**src/rtl/uart_arb_pkg.sv**
```systemverilog
// Shared types and widths for the uart TX arbiter and its round-robin picker.
package uart_arb_pkg;

  localparam int ARB_IDLE_CNT_W = 16;
  localparam int UART_BYTE_W    = 8;

  typedef enum logic [1:0] {
    IDLE = 2'd0,
    LOCK = 2'd1,
    GAP  = 2'd2
  } arb_state_e;

endpackage

```
**src/rtl/uart_tx_arbiter_rr_pick.sv**
```systemverilog
// Combinational round-robin picker: first set request at or above ptr, wrapping.
module rr_pick #(
  parameter int NREQ = 4,
  localparam int IDW = $clog2(NREQ)
) (
  input  logic [NREQ-1:0] req,
  input  logic [IDW-1:0]  ptr,
  output logic            any,
  output logic [IDW-1:0]  idx
);

  // Scan from the farthest offset down so the nearest candidate to ptr wins.
  always_comb begin
    int          j;
    logic [IDW-1:0] jdx;
    any = 1'b0;
    idx = '0;
    j   = 0;
    jdx = '0;
    for (int i = NREQ - 1; i >= 0; i--) begin
      j   = (int'(ptr) + i) % NREQ;
      jdx = IDW'(j);
      if (req[jdx]) begin
        any = 1'b1;
        idx = jdx;
      end else begin
        any = any;
      end
    end
  end

endmodule

```
**src/rtl/uart_tx_arbiter.sv**
```systemverilog
// Message-locked round-robin arbiter sharing the uart TX FIFO between NREQ byte streams.
module uart_tx_arbiter
  import uart_arb_pkg::*;
#(
  parameter int                        NREQ    = 4,
  parameter logic [ARB_IDLE_CNT_W-1:0] TIMEOUT = 16'd1000,
  localparam int                       IDW     = $clog2(NREQ)
) (
  input  logic                          clk,
  input  logic                          rst,
  input  logic [NREQ-1:0]               req_valid,
  input  logic [NREQ*UART_BYTE_W-1:0]   req_data,
  input  logic [NREQ-1:0]               req_last,
  output logic [NREQ-1:0]               req_ready,
  output logic                          uart_tx_start,
  output logic [UART_BYTE_W-1:0]        uart_tx_data_in,
  input  logic                          uart_tx_fifo_full,
  output logic [IDW-1:0]                grant_id,
  output logic                          busy,
  output logic                          timeout_evt
);

  arb_state_e                state_q, state_d;
  logic [IDW-1:0]            owner_q, owner_d;
  logic [IDW-1:0]            rr_ptr_q, rr_ptr_d;
  logic [ARB_IDLE_CNT_W-1:0] idle_cnt_q, idle_cnt_d;
  logic                      start_q, start_d;
  logic [UART_BYTE_W-1:0]    data_q, data_d;
  logic                      last_q, last_d;
  logic                      tmo_q, tmo_d;
  logic                      busy_q, busy_d;

  logic                      pick_any_s;
  logic [IDW-1:0]            pick_idx_s;
  logic                      owner_valid_s;
  logic                      owner_last_s;
  logic [UART_BYTE_W-1:0]    owner_byte_s;
  logic                      accept_s;
  logic [IDW-1:0]            next_owner_s;

  rr_pick #(.NREQ(NREQ)) u_pick (
    .req (req_valid),
    .ptr (rr_ptr_q),
    .any (pick_any_s),
    .idx (pick_idx_s)
  );

  assign owner_valid_s = req_valid[owner_q];
  assign owner_last_s  = req_last[owner_q];
  assign owner_byte_s  = req_data[int'(owner_q)*UART_BYTE_W +: UART_BYTE_W];
  assign accept_s      = (state_q == LOCK) && owner_valid_s && !uart_tx_fifo_full;
  assign next_owner_s  = (owner_q == IDW'(NREQ - 1)) ? '0 : owner_q + 1'b1;

  // Only the owner may see ready, and only while the FIFO has room.
  always_comb begin
    req_ready = '0;
    if ((state_q == LOCK) && !uart_tx_fifo_full) begin
      req_ready[owner_q] = 1'b1;
    end else begin
      req_ready = '0;
    end
  end

  // Next-state logic; start and timeout are single-cycle pulses by default.
  always_comb begin
    state_d    = state_q;
    owner_d    = owner_q;
    rr_ptr_d   = rr_ptr_q;
    idle_cnt_d = idle_cnt_q;
    start_d    = 1'b0;
    data_d     = data_q;
    last_d     = last_q;
    tmo_d      = 1'b0;
    busy_d     = busy_q;
    case (state_q)
      IDLE: begin
        if (pick_any_s) begin
          owner_d    = pick_idx_s;
          busy_d     = 1'b1;
          idle_cnt_d = '0;
          state_d    = LOCK;
        end else begin
          busy_d = 1'b0;
        end
      end
      LOCK: begin
        if (accept_s) begin
          data_d     = owner_byte_s;
          start_d    = 1'b1;
          last_d     = owner_last_s;
          idle_cnt_d = '0;
          state_d    = GAP;
        end else if (!owner_valid_s) begin
          if ((TIMEOUT != 16'd0) && (idle_cnt_q == TIMEOUT - 16'd1)) begin
            tmo_d    = 1'b1;
            busy_d   = 1'b0;
            rr_ptr_d = next_owner_s;
            state_d  = IDLE;
          end else if (idle_cnt_q != {ARB_IDLE_CNT_W{1'b1}}) begin
            idle_cnt_d = idle_cnt_q + 16'd1;
          end else begin
            idle_cnt_d = idle_cnt_q;
          end
        end else begin
          // Backpressure stall: the owner is still talking, so do not age it.
          idle_cnt_d = idle_cnt_q;
        end
      end
      GAP: begin
        if (last_q) begin
          busy_d   = 1'b0;
          rr_ptr_d = next_owner_s;
          state_d  = IDLE;
        end else begin
          state_d = LOCK;
        end
      end
      default: begin
        busy_d  = 1'b0;
        state_d = IDLE;
      end
    endcase
  end

  // State and registered outputs.
  always_ff @(posedge clk or negedge rst) begin
    if (!rst) begin
      state_q    <= IDLE;
      owner_q    <= '0;
      rr_ptr_q   <= '0;
      idle_cnt_q <= '0;
      start_q    <= 1'b0;
      data_q     <= '0;
      last_q     <= 1'b0;
      tmo_q      <= 1'b0;
      busy_q     <= 1'b0;
    end else begin
      state_q    <= state_d;
      owner_q    <= owner_d;
      rr_ptr_q   <= rr_ptr_d;
      idle_cnt_q <= idle_cnt_d;
      start_q    <= start_d;
      data_q     <= data_d;
      last_q     <= last_d;
      tmo_q      <= tmo_d;
      busy_q     <= busy_d;
    end
  end

  assign uart_tx_start   = start_q;
  assign uart_tx_data_in = data_q;
  assign grant_id        = owner_q;
  assign busy            = busy_q;
  assign timeout_evt     = tmo_q;

endmodule

```
**config.mk**
```make
export PLATFORM = sky130hd
export DESIGN_NAME = uart_tx_arbiter
export DESIGN_NICKNAME = d
export VERILOG_FILES = /design/src/rtl/uart_arb_pkg.sv /design/src/rtl/uart_tx_arbiter_rr_pick.sv /design/src/rtl/uart_tx_arbiter.sv
export SDC_FILE = /design/constraint.sdc
export NUM_CORES = 1
export LEC_CHECK = 0
export ABC_AREA = 1
export CORE_MARGIN = 2
export CORE_UTILIZATION = 46
export CTS_CLUSTER_SIZE = 8
export DETAILED_ROUTE_END_ITERATION = 12
export GPL_TIMING_DRIVEN = 0
export PLACE_DENSITY_LB_ADDON = 0.2
export SYNTH_ARGS = -nofsm -noshare
export SYNTH_HDL_FRONTEND = slang
export SYNTH_HIERARCHICAL = 1
export SYNTH_SLANG_ARGS = --single-unit
```
**constraint.sdc**
```tcl
create_clock -name clk -period 1.77 [get_ports clk]
set_clock_uncertainty 0.15 [all_clocks]
set_input_delay 0.177 -clock clk [delete_from_list [all_inputs] [get_ports clk]]
set_output_delay 0.177 -clock clk [all_outputs]
set_load 0.01 [all_outputs]
```
== After elaboration in Yosys (flattened, before gate mapping) ==
Cells that the tools add are included.
Cells by class
  $add $sub $neg: 5
  magnitude comparators: 6
  equality and inequality tests: 14
  shift-type cells: 1
  multiplexer cells: 53
  reduce and logical (&&, ||, !) cells: 14
Operator list (count)
  16-bit 2-to-1 mux: 5
  16-bit case mux with 2 select lines: 1
  32-bit by 6-bit variable part select with 8-bit output: 1
  2-bit 2-to-1 mux: 13
  1-bit 2-to-1 mux: 23
  16-bit by 1-bit adder with 16-bit output (second input constant): 1
  16-bit by 10-bit equality test with 1-bit output (second input constant): 1
  16-bit != test (second input constant): 1
  2-bit by 3-bit less-than comparator with 1-bit output (second input constant): 5
  1-bit binary-select mux with 2-bit select: 6
  5-bit AND reduction: 2
  2-bit != test (second input constant): 4
  3-bit by 2-bit != test with 1-bit output (second input constant): 2
  3-bit != test (second input constant): 2
  2-bit case mux with 3 select lines: 1
  2-bit by 1-bit adder with 2-bit output (second input constant): 2
  2-bit adder (second input constant): 2
  2-bit equality test (second input constant): 2
  1-bit logical AND: 4
  4-bit 2-to-1 mux: 1
  2-bit case mux with 2 select lines: 1
  2-bit AND reduction: 2
  4-bit AND reduction: 1
  2-bit nonzero test: 2
  other kinds (8): 8
Word-level totals
  bits in registers: 34
  input bits: 43
  output and inout bits: 17
  word-level logic and storage cells: 102

== Logic depth before layout (Yosys ltp) ==
Gate-level depths: netlist of the first run.
  word-level depth: 9
  mapped depth: 14
  mapped depth without buffers: 12

== Modules after synthesis ==
Netlist of the first run, hierarchy kept.
By module, submodules not included
  uart_tx_arbiter: instances 1, cells an instance 359, area an instance 2419.8 um^2, sequential area each 850.8 um^2
  rr_pick: instances 1, cells an instance 44, area an instance 215.2 um^2, sequential area each 0.0 um^2

== Least setup slack after synthesis of the first run ==
Ideal clock, no wire load.
  path type: flip-flop to flip-flop
  start point: register rr_ptr_q[0]
  end point: register idle_cnt_q[0]
  setup time: 0.065 ns
  data arrival time: 1.532 ns
  data required time: 1.555 ns
  slack: 0.023 ns
  cell stages (with the launch flop): 15
  buffers on the path: 2
  period minus slack after synthesis: 1.747 ns
  cell sequence: dfrtp_1 > buf_6 > inv_4 > nand2_2 > and2_4 > inv_1 > nand3_1 > nor2_1 > inv_1 > nand3_2 > inv_2 > nand2_4 > buf_8 > nand2_1 > nand2_1
On the way
  longest elaborated chain between the ends: 9
  elaborated cells on any way between the ends: 17
  those cells by class: add/sub: 3; eq/ne: 1; mux: 12; reduce/logical: 1
RTL lines
  start, declared: line uart_tx_arbiter.sv:25  | logic [IDW-1:0] rr_ptr_q, rr_ptr_d;
  start signal, assigned: line uart_tx_arbiter.sv:140  | rr_ptr_q <= rr_ptr_d;
  2-bit adder: line uart_tx_arbiter_rr_pick.sv:21  | j = (int'(ptr) + i) % NREQ;
  1-bit binary-select mux with 2-bit select: line uart_tx_arbiter_rr_pick.sv:23  | if (req[jdx]) begin
  1-bit 2-to-1 mux (implied by the code): line uart_tx_arbiter_rr_pick.sv:23
  1-bit 2-to-1 mux (3 in series): line uart_tx_arbiter_rr_pick.sv:23
  1-bit 2-to-1 mux (*): line uart_tx_arbiter_rr_pick.sv:23
  named net pick_any_s: line uart_tx_arbiter.sv:33  | logic pick_any_s;
  2-bit != test (no source line) (*)
  5-bit AND reduction (no source line) (*)
  end signal, assigned: line uart_tx_arbiter.sv:141  | idle_cnt_q <= idle_cnt_d;
  end, declared: line uart_tx_arbiter.sv:26  | logic [ARB_IDLE_CNT_W-1:0] idle_cnt_q, idle_cnt_d;
The timed path passes the listed nets; every way through them passes the cells marked *. The select of a mux whose other input is x is not followed.
A chain may end at the register's enable or synchronous reset.

== Final worst setup path of the first run ==
  start point: register rr_ptr_q[0]
  end point: register idle_cnt_q[15]
The elaborated chain is that of the path after synthesis.

==> out/qor.csv, run 1 <==
metric;value;unit
outcome;finished, violations left;
failing checks;setup timing;
largest net degree at the start of global routing;35;
critical path required time;1860;ps
sequential element share of the synthesized area;0.3229;
top cell type's share of synthesized area;0.3229;
Tightest Hold Check Type;reg2reg;
root buffer cell;clkbuf_8;
routed via count;2897;
FF-to-FF setup slack;-120;ps
DRT iter0 DRCs;167;
# setup viols final;17;
first-pass GRT wire length;12900;um
list of most frequent post-synthesis cells;nand2_1 (123), nor2_1 (60), dfrtp_1 (34), nand3_1 (30), inv_1 (27);
RSZ-0062 raised after global routing;yes;
area leader, netlist;dfrtp_1;
CTS Buf Count;5;
Final Hold Fails;0;
Min-Delay Endpoint;uart_tx_data_in[1];
DRT Pass-1 Iters;5;
GRT overflow;0;
synth unique cells;34;
R2R cell count;14;
CP arrival;1970;ps
pre-CTS WS;-497.5;ps
max-capacitance violation count;0;
Yosys warning count;6;
Hold Startpoint;uart_tx_data_in[1];
IO Pins;60;
Syn Nets;451;
Die Y;79.69;um
slew margin rel.;0.4628;
routability cong.;0.9335;
Leak;1.836;nW
critical path peak fanout;5;
die width;79.69;um
Setup crit end kind;flop;
asr flop ratio synth;1.000;
die area;6350;um2
# H-tree levels;2;
GRT Total Usage;0.2585;
Hold WS;335.0;ps
Clk Latency, worst-skew pair;290;ps
Final min period;1887;ps
# diodes;0;
drc violations;0;
row count;27;
Vias per Instance;5.109;
Fillers;438;
Slew @ Worst Pin;805.8;ps
CP Launch Point;rr_ptr_q[0];
dpl hpwl;5235;um
Detail Route Antenna Nets;0;
starting density of the core;0.4785;
critical path type;reg2reg;
count leader, synth;nand2_1;
DR WL/cell;13.86;um
# port buffers;59;
setup slack after layout;-117.1;ps
TritonCTS clock tree;yes;
Post-Syn Area;2635;um2
period utilization;1.066;
Max Buffers Root-to-Sink;2;
clock-pin slew on the worst setup and hold paths;80;ps
synthesis-stage register bit count;34;
cell count after synthesis;403;
reg2reg end;idle_cnt_q[15];
pins over their slew limit;0;
FF-to-FF Start;rr_ptr_q[0];
FMAX;529.9;MHz
syn avg cell area;6.539;um2
EDFF count, synth;0;
CP startpoint kind;flop;
post-layout net count;542;
CTS sink count;34;
final wirelength;7858;um
Worst Hold Depth;2;
layout cells sized above 1;0.2828;
top_reg_cell synth;dfrtp_1;
synth top area cells;dfrtp_1 (32%), nand2_1 (18%), nor2_1 (8.5%), nand2_2 (5.7%), nand3_1 (5.7%);
Placeable Area;5507;um2
initial antenna violation count;0;
number of global-route vias before repair;2862;
maximum vdd drop;801.5;uV
Area growth, synth to finish;45.58;%
pwr dens;1435;nW/um2
Design Power;0.005504;W
-- worst max-delay path, cell delays in order (launching register included) --
cell and delay, ps:
dfrtp_1 410, buf_6 150, inv_4 70, nand2_2 50, and2_4 140, inv_4 60
nand3_4 70, nor2_4 120, inv_2 50, nand3_4 100, inv_2 50, nand2_4 110
clkbuf_16 170, nand2_2 40, nand2_1 60
-- final cells by class --
| class | instances | area, um2 | share of cell area |
|---|---|---|---|
| Multi-Input combinational cell | 314 | 1708 | 0.4452 |
| Sequential cell | 34 | 854.6 | 0.2228 |
| Timing Repair Buffer | 84 | 789.5 | 0.2058 |
| Inverter | 42 | 165.2 | 0.04305 |
| Buffer | 13 | 138.9 | 0.03620 |
| Tap cell | 72 | 90.09 | 0.02348 |
| Clock buffer | 5 | 68.82 | 0.01794 |
| Clock inverter | 3 | 21.27 | 0.005545 |
-- how the worst max path moves through the flow --
stage	endpoint	slack, ps
finish	idle_cnt_q[15]	-120
global placement	req_ready[0]	-490
detailed placement	req_ready[0]	-500
CTS	idle_cnt_q[0]	-90
floorplan	idle_cnt_q[0]	20
global route	idle_cnt_q[13]	-210
-- state kept, by name, summed over array words and instances (netlist names), 2 cells and up --
register and cells:
uart_tx_data_in 8, idle_cnt_q 16, grant_id 2, state_q 2, rr_ptr_q 2
-- stage by stage --
step,util,setup TNS [ps],cells,cell area (um2)
detailed placement,0.6012,-7530,534,3311
finish,0.6967,-1424,567,3836
CTS,0.6569,-1113,558,3617
global placement,0.6021,-20170,534,3316
floorplan,-,0,403,2635
global route,0.6967,-3189,567,3836
-- metal layers --
layer	track usage	vias up	part of all wire
li1	-	1452	-
met1	0.3224	1339	0.43
met2	0.4277	87	0.49
met3	0.05769	19	0.055
met4	0.1121	0	0.027
met5	0	-	0
-- report_power, final --
part	leakage, nW	total (W)	switching [W]	internal, W
sequential	0.442	0.00116	0.000164	0.000997
clock	0.0441	0.000596	0.000319	0.000276
combinational	1.35	0.00375	0.00208	0.00166
total	1.84	0.00550	0.00257	0.00294
-- repair_timing --
item | CTS | global route
gates cloned | 1 | 1
gates resized for setup | 37 | 50
endpoints found under the setup margin | 31 | 31
hold buffers | 1 | 0
buffers inserted | 14 | 8
hold endpoints to repair | 34 | 0
pin swaps | 4 | 18
-- cells in the final DEF, fill, tap and decap left out, types with 4 or more instances in the layout --
cell type / n
buf_4: 20
ha_1: 4
buf_2: 5
nand2_1: 103
o21ai_0: 23
clkdlybuf4s50_1: 54
nand4_1: 6
nor2_4: 9
nand3_1: 26
buf_6: 4
nand2_4: 8
clkbuf_8: 7
inv_1: 24
dfrtp_1: 31
inv_2: 15
nor3_1: 4
nor2_1: 56
nor2_2: 4
nand2_2: 37
o22ai_1: 9
-- kinds of logic (layout without fill, tap and decap cells) --
group,after synthesis,count (layout),synth area share
and+or+nand+nor,264,264,0.4577
adders and majority gates,5,5,0.02374
AOI/OAI and AO/OA,43,43,0.09069
DFF,34,34,0.3229
xor gates and xnor gates,2,2,0.006649
buffers and inverters,55,147,0.09829
Power figures use the tool's default switching activity.
==> inputs of run 2 (changes only) <==
--- a/config.mk
+++ b/config.mk
@@ -12,6 +12,7 @@
 export DETAILED_ROUTE_END_ITERATION = 12
 export GPL_TIMING_DRIVEN = 0
 export PLACE_DENSITY_LB_ADDON = 0.2
+export RECOVER_POWER = 100
 export SYNTH_ARGS = -nofsm -noshare
 export SYNTH_HDL_FRONTEND = slang
 export SYNTH_HIERARCHICAL = 1
==> run 2 against run 1 <==
Effect of this change: the flow still finishes with violations (setup timing); final cell count stayed put; utilization down 0.14 points; combinational power fell by 1%; die area unchanged; worst hold slack worse by 5.8 ps; clock power about the same; total power is 1.1% lower; critical path type unchanged; fmax is 0.27% lower; largest power group unchanged.
==> out/qor.csv, run 2 (synthesis gave the netlist of run 1 again) <==
metric;value;unit;change
Largest register FFs;16;;unchanged
final wirelength;7900;um;was 7858 um
failing checks;setup timing;;unchanged
critical path required time;1850;ps;was 1860 ps
CP arrival;1980;ps;was 1970 ps
maximum vdd drop;800.1;uV;was 801.5 uV
crit-path cells;buf_6 > inv_4 > nand2_2 > and2_4 > inv_4 > nand3_4 > nor2_4 > inv_2 > nand3_4 > inv_2 > nand2_4 > clkbuf_16 > nand2_2 > nand2_1;;unchanged
period utilization;1.069;;was 1.066
Worst path max stage delay;410;ps;about the same
# H-tree levels;2;;unchanged
Clk Latency, worst-skew pair;290;ps;about the same
IO Pins;60;;unchanged
TritonCTS clock tree;yes;;unchanged
R2R cell count;14;;unchanged
FF-to-FF Start;rr_ptr_q[0];;unchanged
Seq pwr share;0.212;;was 0.211
routed via count;2919;;was 2,897
FMAX;528.5;MHz;was 529.9 MHz
DP Area;3311;um2;unchanged
# setup viols final;17;;unchanged
final cell count without fillers;567;;unchanged
outcome;finished, violations left;;unchanged
root buffer cell;clkbuf_8;;unchanged
CTS Buf Count;5;;unchanged
combinational share of power;0.679;;was 0.681
setup slack after layout;-122.2;ps;was -117.1 ps
initial antenna violation count;0;;unchanged
# diodes;0;;unchanged
Area growth, synth to finish;45.30;%;was 45.58%
FF-to-FF setup slack;-120;ps;about the same
Fillers;440;;was 438
clock-pin slew on the worst setup and hold paths;80;ps;about the same
Slew @ Worst Pin;887.3;ps;was 805.8 ps
max-capacitance violation count;0;;unchanged
GRT overflow;0;;unchanged
number of global-route vias before repair;2862;;unchanged
dpl hpwl;5235;um;unchanged
CP Launch Point;rr_ptr_q[0];;unchanged
DRT Pass-1 Iters;5;;unchanged
GRT Total Usage;0.2585;;unchanged
Max Buffers Root-to-Sink;2;;unchanged
RSZ-0062 raised after global routing;yes;;unchanged
largest net degree at the start of global routing;35;;unchanged
row count;27;;unchanged
Vias per Instance;5.148;;was 5.109
Setup crit end kind;flop;;unchanged
slowest stage cell, crit path;dfrtp_1;;unchanged
die area;6350;um2;unchanged
starting density of the core;0.4785;;unchanged
sw frac;0.4689;;was 0.4665
post-layout net count;542;;unchanged
CP startpoint kind;flop;;unchanged
Final Hold Fails;0;;unchanged
Detail Route Antenna Nets;0;;unchanged
DRT iter0 DRCs;160;;was 167
Worst Setup EP;idle_cnt_q[15];;unchanged
Tightest Hold Check Type;reg2reg;;unchanged
CTS sink count;34;;unchanged
layout cells sized above 1;0.2808;;was 0.2828
reg2reg end;idle_cnt_q[15];;unchanged
pre-CTS WS;-497.5;ps;unchanged
Reg area;854.6;um2;unchanged
internal cell power;0.002891;W;was 0.002936 W
Clk network pwr share;0.109;;was 0.108
die width;79.69;um;unchanged
pins over their slew limit;0;;unchanged
area of the multi-input gates;1700;um2;was 1708 um2
Leak;1.853;nW;was 1.836 nW
# port buffers;59;;unchanged
critical path type;reg2reg;;unchanged
first-pass GRT wire length;12900;um;unchanged
post-route cell area;3829;um2;was 3836 um2
slew margin rel.;0.4085;;was 0.4628
leading cell types in the layout, fill and taps excluded;nand2_1 (103), nor2_1 (56), clkdlybuf4s50_1 (43), nand2_2 (37), dfrtp_1 (31);;was nand2_1 (103), nor2_1 (56), clkdlybuf4s50_1 (54), nand2_2 (37), dfrtp_1 (31)
pwr dens;1422;nW/um2;was 1435 nW/um2
drc violations;0;;unchanged
Placeable Area;5507;um2;unchanged
most common cell after layout, fill and taps aside;nand2_1;;unchanged
DR WL/cell;13.93;um;was 13.86 um
routability cong.;0.9335;;unchanged
Inst Count DP;534;;unchanged
Most flops, register;idle_cnt_q;;unchanged
critical path peak fanout;5;;unchanged
NetSw;0.002553;W;was 0.002568 W
Final min period;1892;ps;was 1887 ps
Die Y;79.69;um;unchanged
run 2: worst max-delay path: cells and delay by family, from the launching register on:
family / cells / cell delay [ps]
AND/OR/NAND/NOR: 8 / 690
buffers and inverters: 6 / 550
flip-flops: 1 / 410
run 2: stage by stage:
stage / utilization / setup TNS, ps / total power [W] / hold slack, ps
CTS: 0.6569 / -1113 / 0.005066 / 339.2
detailed placement: 0.6012 / -7530 / 0.003983 / 148.6
floorplan: - / 0 / 0.003080 / -268.6
global placement: 0.6021 / -20170 / 0.003948 / 313.7
finish: 0.6953 / -1445 / 0.005444 / 329.2
global route: 0.6953 / -3403 / 0.005853 / 350.9
run 2: layer usage:
layer,global-route usage,routed length [um],part of all wire
met5,0,0,0
met4,0.1121,217,0.027
met3,0.05769,455,0.058
met2,0.4277,3866,0.49
met1,0.3224,3360,0.43
run 2: worst min-delay path by stage:
| stage | depth (start not counted) | to | start |
|---|---|---|---|
| final | 2 | uart_tx_data_in[1] | uart_tx_data_in[1] |
| after global routing | 2 | uart_tx_data_in[1] | uart_tx_data_in[1] |
| after global placement | 2 | uart_tx_data_in[1] | uart_tx_data_in[1] |
| after CTS | 2 | uart_tx_data_in[1] | uart_tx_data_in[1] |
| after detailed placement | 1 | uart_tx_data_in[0] | rst |
| after floorplan | 0 | busy | rst |
run 2: what timing repair did:
item / CTS / global route
cloned: 1 / 1
endpoints found under the setup margin: 31 / 31
pin swaps: 4 / 18
buffers inserted: 14 / 8
hold buffers: 1 / 0
endpoints found under the hold margin: 34 / 0
gates resized for setup: 37 / 50
run 2: cell type report:
cell class / instances / share of cell area
Buffer: 13 / 0.03627
Clock buffer: 5 / 0.01797
Clock inverter: 3 / 0.005556
Inverter: 42 / 0.04314
Multi-Input combinational cell: 314 / 0.4441
Sequential cell: 34 / 0.2232
Tap cell: 72 / 0.02353
Timing Repair Buffer: 84 / 0.2062
run 2: power groups by stage:
stage	Clock [W]	Combinational [W]	Sequential, W
floorplan	0	0.00186	0.00122
global placement	0	0.00276	0.00119
detailed placement	0	0.00280	0.00119
CTS	0.000615	0.00331	0.00114
global route	0.000650	0.00402	0.00118
finish	0.000593	0.00370	0.00115
